===== config.mk =====
export PLATFORM = sky130hd
export DESIGN_NAME = hamming_secded_decoder
export DESIGN_NICKNAME = d
export VERILOG_FILES = /design/src/rtl/hamming_secded_decoder.sv
export SDC_FILE = /design/constraint.sdc
export NUM_CORES = 1
export LEC_CHECK = 0
export BUFFER_PORTS_ARGS = -buffer_cell sky130_fd_sc_hd__buf_4
export CELL_PAD_IN_SITES_DETAIL_PLACEMENT = 1
export CELL_PAD_IN_SITES_GLOBAL_PLACEMENT = 1
export CORE_ASPECT_RATIO = 0.5
export CORE_MARGIN = 2
export CORE_UTILIZATION = 39
export CTS_BUF_LIST = sky130_fd_sc_hd__clkbuf_8
export DETAILED_ROUTE_END_ITERATION = 8
export HOLD_SLACK_MARGIN = 0.15
export PLACE_DENSITY = 0.76
export SYNTH_ARGS = -nofsm -noshare
export SYNTH_HDL_FRONTEND = slang
export SYNTH_SLANG_ARGS = --single-unit

===== constraint.sdc =====
create_clock -name Clk -period 1.77 [get_ports Clk]
set_clock_uncertainty 0.1 [all_clocks]
set_input_delay 0.0885 -clock Clk [delete_from_list [all_inputs] [get_ports Clk]]
set_output_delay 0.0885 -clock Clk [all_outputs]
set_load 0.005 [all_outputs]

===== src/rtl/hamming_secded_decoder.sv =====
`default_nettype none
// ============================================================================
// Module      : hamming_secded_decoder
// Description : Pipelined Hamming decoder with optional SECDED mode.
//               Two elastic register stages: S1 holds the codeword payload,
//               syndrome and overall parity; S2 holds the corrected data and
//               error flags. Saturating counters track corrected and
//               uncorrectable words as they leave the block.
// Ports       : Clk, Reset          - clock, asynchronous active-high reset
//               in_valid/in_ready   - codeword input handshake
//               in_word[CW-1:0]     - codeword, bit i = Hamming position i+1,
//                                     bit CW-1 = overall parity when SECDED=1
//               out_valid/out_ready - decoded output handshake
//               out_data            - extracted data bits
//               out_corrected       - single-bit error corrected
//               out_uncorrectable   - double error or syndrome out of range
//               corr_count          - saturating count of corrected words
//               uncorr_count        - saturating count of uncorrectable words
//               clear_counts        - synchronous clear of both counters
// Revision    : 1.0 - initial release
// ============================================================================
module hamming_secded_decoder #(
    parameter int DATA_W = 12,
    parameter int SECDED = 1,
    parameter int CNT_W  = 16,
    // Smallest r with 2^r >= DATA_W + r + 1.
    localparam int R  = (DATA_W <= 1)   ? 2 :
                        (DATA_W <= 4)   ? 3 :
                        (DATA_W <= 11)  ? 4 :
                        (DATA_W <= 26)  ? 5 :
                        (DATA_W <= 57)  ? 6 :
                        (DATA_W <= 120) ? 7 :
                        (DATA_W <= 247) ? 8 :
                        (DATA_W <= 502) ? 9 : 10,
    localparam int CW = DATA_W + R + SECDED
) (
    input  logic              Clk,
    input  logic              Reset,
    input  logic              in_valid,
    output logic              in_ready,
    input  logic [CW-1:0]     in_word,
    output logic              out_valid,
    input  logic              out_ready,
    output logic [DATA_W-1:0] out_data,
    output logic              out_corrected,
    output logic              out_uncorrectable,
    output logic [CNT_W-1:0]  corr_count,
    output logic [CNT_W-1:0]  uncorr_count,
    input  logic              clear_counts
);

    // Number of Hamming positions (data + parity, excluding overall parity).
    localparam int N = DATA_W + R;

    // Hamming position (1-based) of data bit d: d-th non-power-of-two position.
    function automatic int data_pos(input int d);
        int cnt;
        int pos;
        cnt = 0;
        pos = 0;
        for (int p = 1; p <= N; p++) begin
            if ((p & (p - 1)) != 0) begin
                if (cnt == d) pos = p;
                cnt++;
            end
        end
        return pos;
    endfunction

    logic [R-1:0]      syn_in;
    logic              par_in;
    logic              ready_en;
    logic              s1_valid;
    logic [N-1:0]      s1_data;
    logic [R-1:0]      s1_syn;
    logic              s1_par;
    logic              s1_move;
    logic              in_fire;
    logic              out_fire;
    logic              syn_nz;
    logic              in_range;
    logic              flip;
    logic              dec_corr;
    logic              dec_unc;
    logic [N-1:0]      fixed;
    logic [DATA_W-1:0] dec_data;

    // ------------------------------------------------------------------
    // Handshake: a stage loads when its successor is empty or draining.
    // ready_en holds in_ready low for the first cycle after reset.
    // ------------------------------------------------------------------
    assign out_fire = out_valid & out_ready;
    assign s1_move  = s1_valid & (~out_valid | out_ready);
    assign in_ready = ready_en & (~s1_valid | s1_move);
    assign in_fire  = in_valid & in_ready;

    // Syndrome bit k covers every position with bit k set.
    always_comb begin
        syn_in = '0;
        for (int k = 0; k < R; k++) begin
            for (int i = 0; i < N; i++) begin
                if ((((i + 1) >> k) & 1) != 0) syn_in[k] = syn_in[k] ^ in_word[i];
            end
        end
    end

    assign par_in = ^in_word;

    // ------------------------------------------------------------------
    // Stage 1: payload, syndrome, overall parity
    // ------------------------------------------------------------------
    always_ff @(posedge Clk or posedge Reset) begin
        if (Reset) begin
            ready_en <= 1'b0;
            s1_valid <= 1'b0;
            s1_data  <= '0;
            s1_syn   <= '0;
            s1_par   <= 1'b0;
        end else begin
            ready_en <= 1'b1;
            if (in_fire) begin
                s1_valid <= 1'b1;
                s1_data  <= in_word[N-1:0];
                s1_syn   <= syn_in;
                s1_par   <= par_in;
            end else if (s1_move) begin
                s1_valid <= 1'b0;
            end
        end
    end

    // ------------------------------------------------------------------
    // Decode classification
    // ------------------------------------------------------------------
    assign syn_nz   = |s1_syn;
    assign in_range = syn_nz & (s1_syn <= R'(N));

    if (SECDED != 0) begin : g_secded
        // P=1 means an odd number of flips: single error (or overall bit).
        assign flip     = s1_par & in_range;
        assign dec_corr = s1_par & (~syn_nz | in_range);
        assign dec_unc  = syn_nz & (~s1_par | ~in_range);
    end else begin : g_hamming
        assign flip     = in_range;
        assign dec_corr = in_range;
        assign dec_unc  = syn_nz & ~in_range;
    end

    always_comb begin
        fixed = '0;
        for (int i = 0; i < N; i++) begin
            fixed[i] = s1_data[i] ^ (flip && (s1_syn == R'(i + 1)));
        end
    end

    for (genvar d = 0; d < DATA_W; d++) begin : g_extract
        localparam int POS = data_pos(d);
        assign dec_data[d] = fixed[POS-1];
    end

    // ------------------------------------------------------------------
    // Stage 2: registered outputs, held while stalled
    // ------------------------------------------------------------------
    always_ff @(posedge Clk or posedge Reset) begin
        if (Reset) begin
            out_valid         <= 1'b0;
            out_data          <= '0;
            out_corrected     <= 1'b0;
            out_uncorrectable <= 1'b0;
        end else if (s1_move) begin
            out_valid         <= 1'b1;
            out_data          <= dec_data;
            out_corrected     <= dec_corr;
            out_uncorrectable <= dec_unc;
        end else if (out_ready) begin
            out_valid         <= 1'b0;
        end
    end

    // ------------------------------------------------------------------
    // Saturating error counters; clear has priority over increment.
    // ------------------------------------------------------------------
    always_ff @(posedge Clk or posedge Reset) begin
        if (Reset) begin
            corr_count   <= '0;
            uncorr_count <= '0;
        end else if (clear_counts) begin
            corr_count   <= '0;
            uncorr_count <= '0;
        end else if (out_fire) begin
            if (out_corrected && (corr_count != '1))
                corr_count <= corr_count + 1'b1;
            if (out_uncorrectable && (uncorr_count != '1))
                uncorr_count <= uncorr_count + 1'b1;
        end
    end

endmodule
`default_nettype wire


Word-level counts from Yosys, hierarchy flattened
Cells that the tools add are included. Widths: inputs -> output; s select.

Word-level logic and storage cells: 120. Input bits: 23. Bits in registers: 72.

$lt $le $gt $ge: 1. Add/sub/neg operators: 2. Bitwise logic cells: 59. Mux-type cells: 10. Reductions and logical operators: 23. Equality and inequality tests: 14.

Operators by type and width (number): $mux 16 (6); $xor 1x1->1 (42); $eq 5x4->1 const B (7); $add 16x1->16 const B (2); $ne 16x16->1 const B (2); $reduce_xor 18->1 (1); $eq 5x3->1 const B (3); $logic_and 1x1->1 (14); $reduce_bool 2->1 (5); $and 1x1->1 (8); $eq 5x2->1 const B (1); $eq 5x5->1 const B (1); $le 5x5->1 const B (1); $not 1->1 (5); $reduce_or 5->1 (1); $mux 1 (4); $or 1x1->1 (4); $reduce_and 2->1 (2).

Logic depth before layout (Yosys ltp)
Depth after elaboration: 8. Mapped depth: 6. Depth with buffers taken out: 6.

Worst setup path after synthesis
Ideal clock, no wire load.

Kind: flip-flop to flip-flop. Start: register corr_count[0]. End: register corr_count[2]. Required time: 1.592 ns. Stages on the path, launching flop included: 7. Library setup time: 0.078 ns. Setup slack: 0.039 ns. Arrival time: 1.553 ns. Buffers on the path: 0. Cell sequence: dfrtp_1 ha_1 nand2_1 nor3_2 a21boi_1 a21bo_1 a21oi_1.

Longest elaborated chain between the ends: 4. Elaborated cells on any way between the ends: 8.

Ends and longest elaborated chain: start, declared (line 47) `output logic [CNT_W-1:0] corr_count,`; start signal, assigned (line 192) `corr_count <= corr_count + 1'b1;`; $add 16x1->16 / $ne 16x16->1 (equally long branches) (line 192, 191); $mux 16 / $logic_and 1x1->1 (equally long branches) (line 191) `if (out_corrected && (corr_count != '1))`; $mux 16 / $reduce_bool 2->1 (equally long branches); $mux 16 / $reduce_and 2->1 (equally long branches).

Parallel ways exist; a longest one is shown, timed or not. The select of a mux whose other input is x is not followed. A chain may end at the register's enable or synchronous reset.

Worst setup path in the final report
Start: input out_ready. End: register corr_count[10].

Longest elaborated chain between the ends: 3.

Ends and longest elaborated chain: start, declared (line 43) `input logic out_ready,`; $and 1x1->1 (line 92) `assign out_fire = out_valid & out_ready;`; $reduce_bool 2->1 (no source line); $reduce_and 2->1 (no source line).

Every way passes these cells.

==> flow_summary.ini <==
[worst_setup_path]
reg2reg_slack_ps = -20
critPathRequiredTime_ps = 1900
startpoint_type = input pin
cp.arrival_ps = 1930
criticalPathCategory = in2reg
cp_max_fo = 5
cp-end-kind = flip-flop

[detailed_routing]
drt_iter0_markers = 106
vias = 3113
drt-total-wl_um = 10300
drt_pass1_iterations = 4
post_drt_wl_per_cell_um = 16.9
routed_via_density = 5.09
antenna_left = 0
drc = 0

[clocking]
h-tree-depth = 3
clk_pin_slew_worst_paths_ps = 70
cts_sinks = 67
clock_latency_ps = 360
tritoncts = done
numCtsBuffers = 9
clock-root-buffer = clkbuf_8
cts_max_path_buffers = 2

[logic_synthesis]
synth-edff-count = 0
synthFlopType = dfrtp_1
syn_avg_cell_area_um2 = 10.0
yosysWarnings = 0
async_reset_ff_share_pct = 100
synth_area_um2 = 3510
ys_seq_elements = 67
synth_cell_types = 43
ys_seq_area_share_pct = 47.8
syn_inst = 349
syn_nets = 374

[global_routing]
grt_pass1_vias = 3340
grt_use_total_pct = 21.4
grt_pass1_wl_um = 16500
overflow = 0
antenna_found_initial = 0
grt_max_degree = 48

[floorplanning]
fp.coreArea_um2 = 8710
die_area_um2 = 9810
ios = 71
initial_utilization_pct = 40.3
rows = 24
die_y_um = 71.1
die_w_um = 138

[pwr]
swShare_pct = 27.4
pwr-share-clk_pct = 36.8
power.share.combinational_pct = 21.9
switchingPower_mw = 1.29
leakagePower_nw = 2.23
p_int_mw = 3.42
pwr_density_cell_nw_per_um2 = 911
peakVddDrop_mv = 0.419
pwr-share-seq_pct = 41.3

[final_layout]
finalNonFillerCells = 611
diodes = 0
drive_gt1_share_pct = 36.2
final_cell_mix = 116 x buf_4, 67 x dfrtp_1, 46 x nor2_1
layout_commonest_cell = buf_4
area_growth_pct = 47.5
nets = 514

[timing]
finalSetupViolations = 2
hold_violations = 0
rsz0062_at_grt = true
finalCriticalPeriod_ps = 1800
hold_ws_ps = 186
finalWorstSetupSlack_ps = -27.9
timing.setup.tns_ps = -37.8
finalMaxSlewViolations = 0
post-route-period-util_pct = 102
max_freq_mhz = 556

[place]
dp_hpwl_um = 7100
place_inst = 565
io_buffers = 70
globalplace.congestion = 0.800

[run_status]
status = complete, but fails checks
violations = negative setup slack

[run]
drv_cap = 0

[min_path]
hold_path.class = in2reg
==> stage by stage <==
step	setup WS, ps	cell area [µm²]	utilization (%)	total power, mW
2_1_floorplan	39.0	3510	-	2.50
3_3_place_gp	73.8	4460	51.2	2.89
3_5_place_dp	-80.0	4460	51.2	2.96
4_1_cts	19.1	4960	56.9	4.75
5_1_grt	-145	5170	59.4	4.96
6_report	-27.9	5170	59.4	4.71
==> kinds of logic (layout without fill, tap and decap cells) <==
logic type | count (synthesis) | in the layout | share of synthesized area [%]
xor gates and xnor gates | 64 | 64 | 17.4
and+or+nand+nor | 143 | 143 | 20.9
AOI/OAI and AO/OA | 37 | 37 | 6.17
other | 1 | 1 | 0.107
DFF | 67 | 67 | 47.8
buffers and inverters | 20 | 165 | 2.18
adders and majority gates | 2 | 2 | 0.713
muxes | 15 | 15 | 4.74
==> metal layers <==
layer / routed length [µm] / vias up / global-route usage, %
met5: 0 / - / 0
met4: 252 / 0 / 7.71
met3: 373 / 22 / 5.28
met2: 5450 / 66 / 39.1
met1: 4270 / 1558 / 24.8
li1: - / 1467 / -
==> final timing paths <==
kind                                            start  cells past startpoint                       endpoint
worst min-delay path                       in_word[3]                      5          s1_syn[2]$_DFFE_PP0P_
worst max-delay path                        out_ready                      8     corr_count[10]$_DFFE_PP0P_
max in group asynchronous                       Reset                      4  out_uncorrectable$_DFFE_PP0P_
worst max register to register  out_valid$_DFFE_PP0P_                      6     corr_count[10]$_DFFE_PP0P_
worst min register to register   s1_valid$_DFFE_PP0P_                      1          out_valid$_DFFE_PP0P_
min in group asynchronous                       Reset                      3    uncorr_count[8]$_DFFE_PP0P_
==> power groups by stage <==
stage / clock network [mW] / logic (mW) / registers (mW)
final: 1.74 / 1.03 / 1.95
after global routing: 1.84 / 1.14 / 1.98
after CTS: 1.77 / 1.03 / 1.95
after detailed placement: 0 / 0.979 / 1.98
after global placement: 0 / 0.935 / 1.95
after floorplan: 0 / 0.571 / 1.93
==> Yosys cell counts (2+ instances only) <==
library cell | number | area (µm²)
clkbuf_1 | 7 | 26.3
and2_1 | 2 | 12.5
nand4_1 | 9 | 56.3
o21ai_0 | 9 | 45.0
a211oi_1 | 6 | 45.0
nor3_1 | 13 | 65.1
nand3b_1 | 2 | 15.0
mux2_2 | 13 | 146
xnor3_1 | 2 | 45.0
xnor2_1 | 46 | 403
mux2i_1 | 2 | 20.0
or3_1 | 2 | 12.5
o211ai_1 | 2 | 15.0
nor4_1 | 8 | 50.1
nor2b_1 | 3 | 18.8
nand2_1 | 24 | 90.1
inv_1 | 11 | 41.3
a21oi_1 | 17 | 85.1
xnor2_2 | 2 | 32.5
or2_1 | 3 | 18.8
ha_1 | 2 | 25.0
nand3_1 | 12 | 60.1
nor3b_1 | 2 | 15.0
nand2b_1 | 4 | 25.0
and3_1 | 3 | 18.8
xor2_1 | 13 | 114
nor2_1 | 48 | 180
dfrtp_1 | 67 | 1680
==> sequential cells by signal, summed over array words and instances, names as in the netlist <==
| name | count |
|---|---|
| uncorr_count | 16 |
| s1_syn | 5 |
| s1_valid | 1 |
| out_valid | 1 |
| out_corrected | 1 |
| ready_en | 1 |
| s1_par | 1 |
| out_data | 12 |
| corr_count | 16 |
| s1_data | 12 |
| out_uncorrectable | 1 |
==> timing repair <==
item,4_1_cts,5_1_grt
hold endpoints to repair,118,0
gates cloned,0,1
resized for setup,7,22
endpoints found under the setup margin,12,32
buffers inserted,1,11
hold buffers,17,0
pin swaps,0,15
==> critical path, stage by stage <==
cell and delay [ps]:
dlygate4sd3_1 530, buf_4 120, and3_1 190, buf_4 130
nand3_1 160, or3_1 400, nor3_1 220, a211oi_2 70
==> area by class of cell <==
cell class / instances / area, µm²
Sequential cell: 67 / 1680
Fill cell: 984 / 3530
Clock inverter: 6 / 136
Inverter: 11 / 45.0
Clock buffer: 10 / 138
Tap cell: 117 / 146
Multi-Input combinational cell: 262 / 1900
Timing Repair Buffer: 138 / 1130
(Power assumes the default switching activity.)
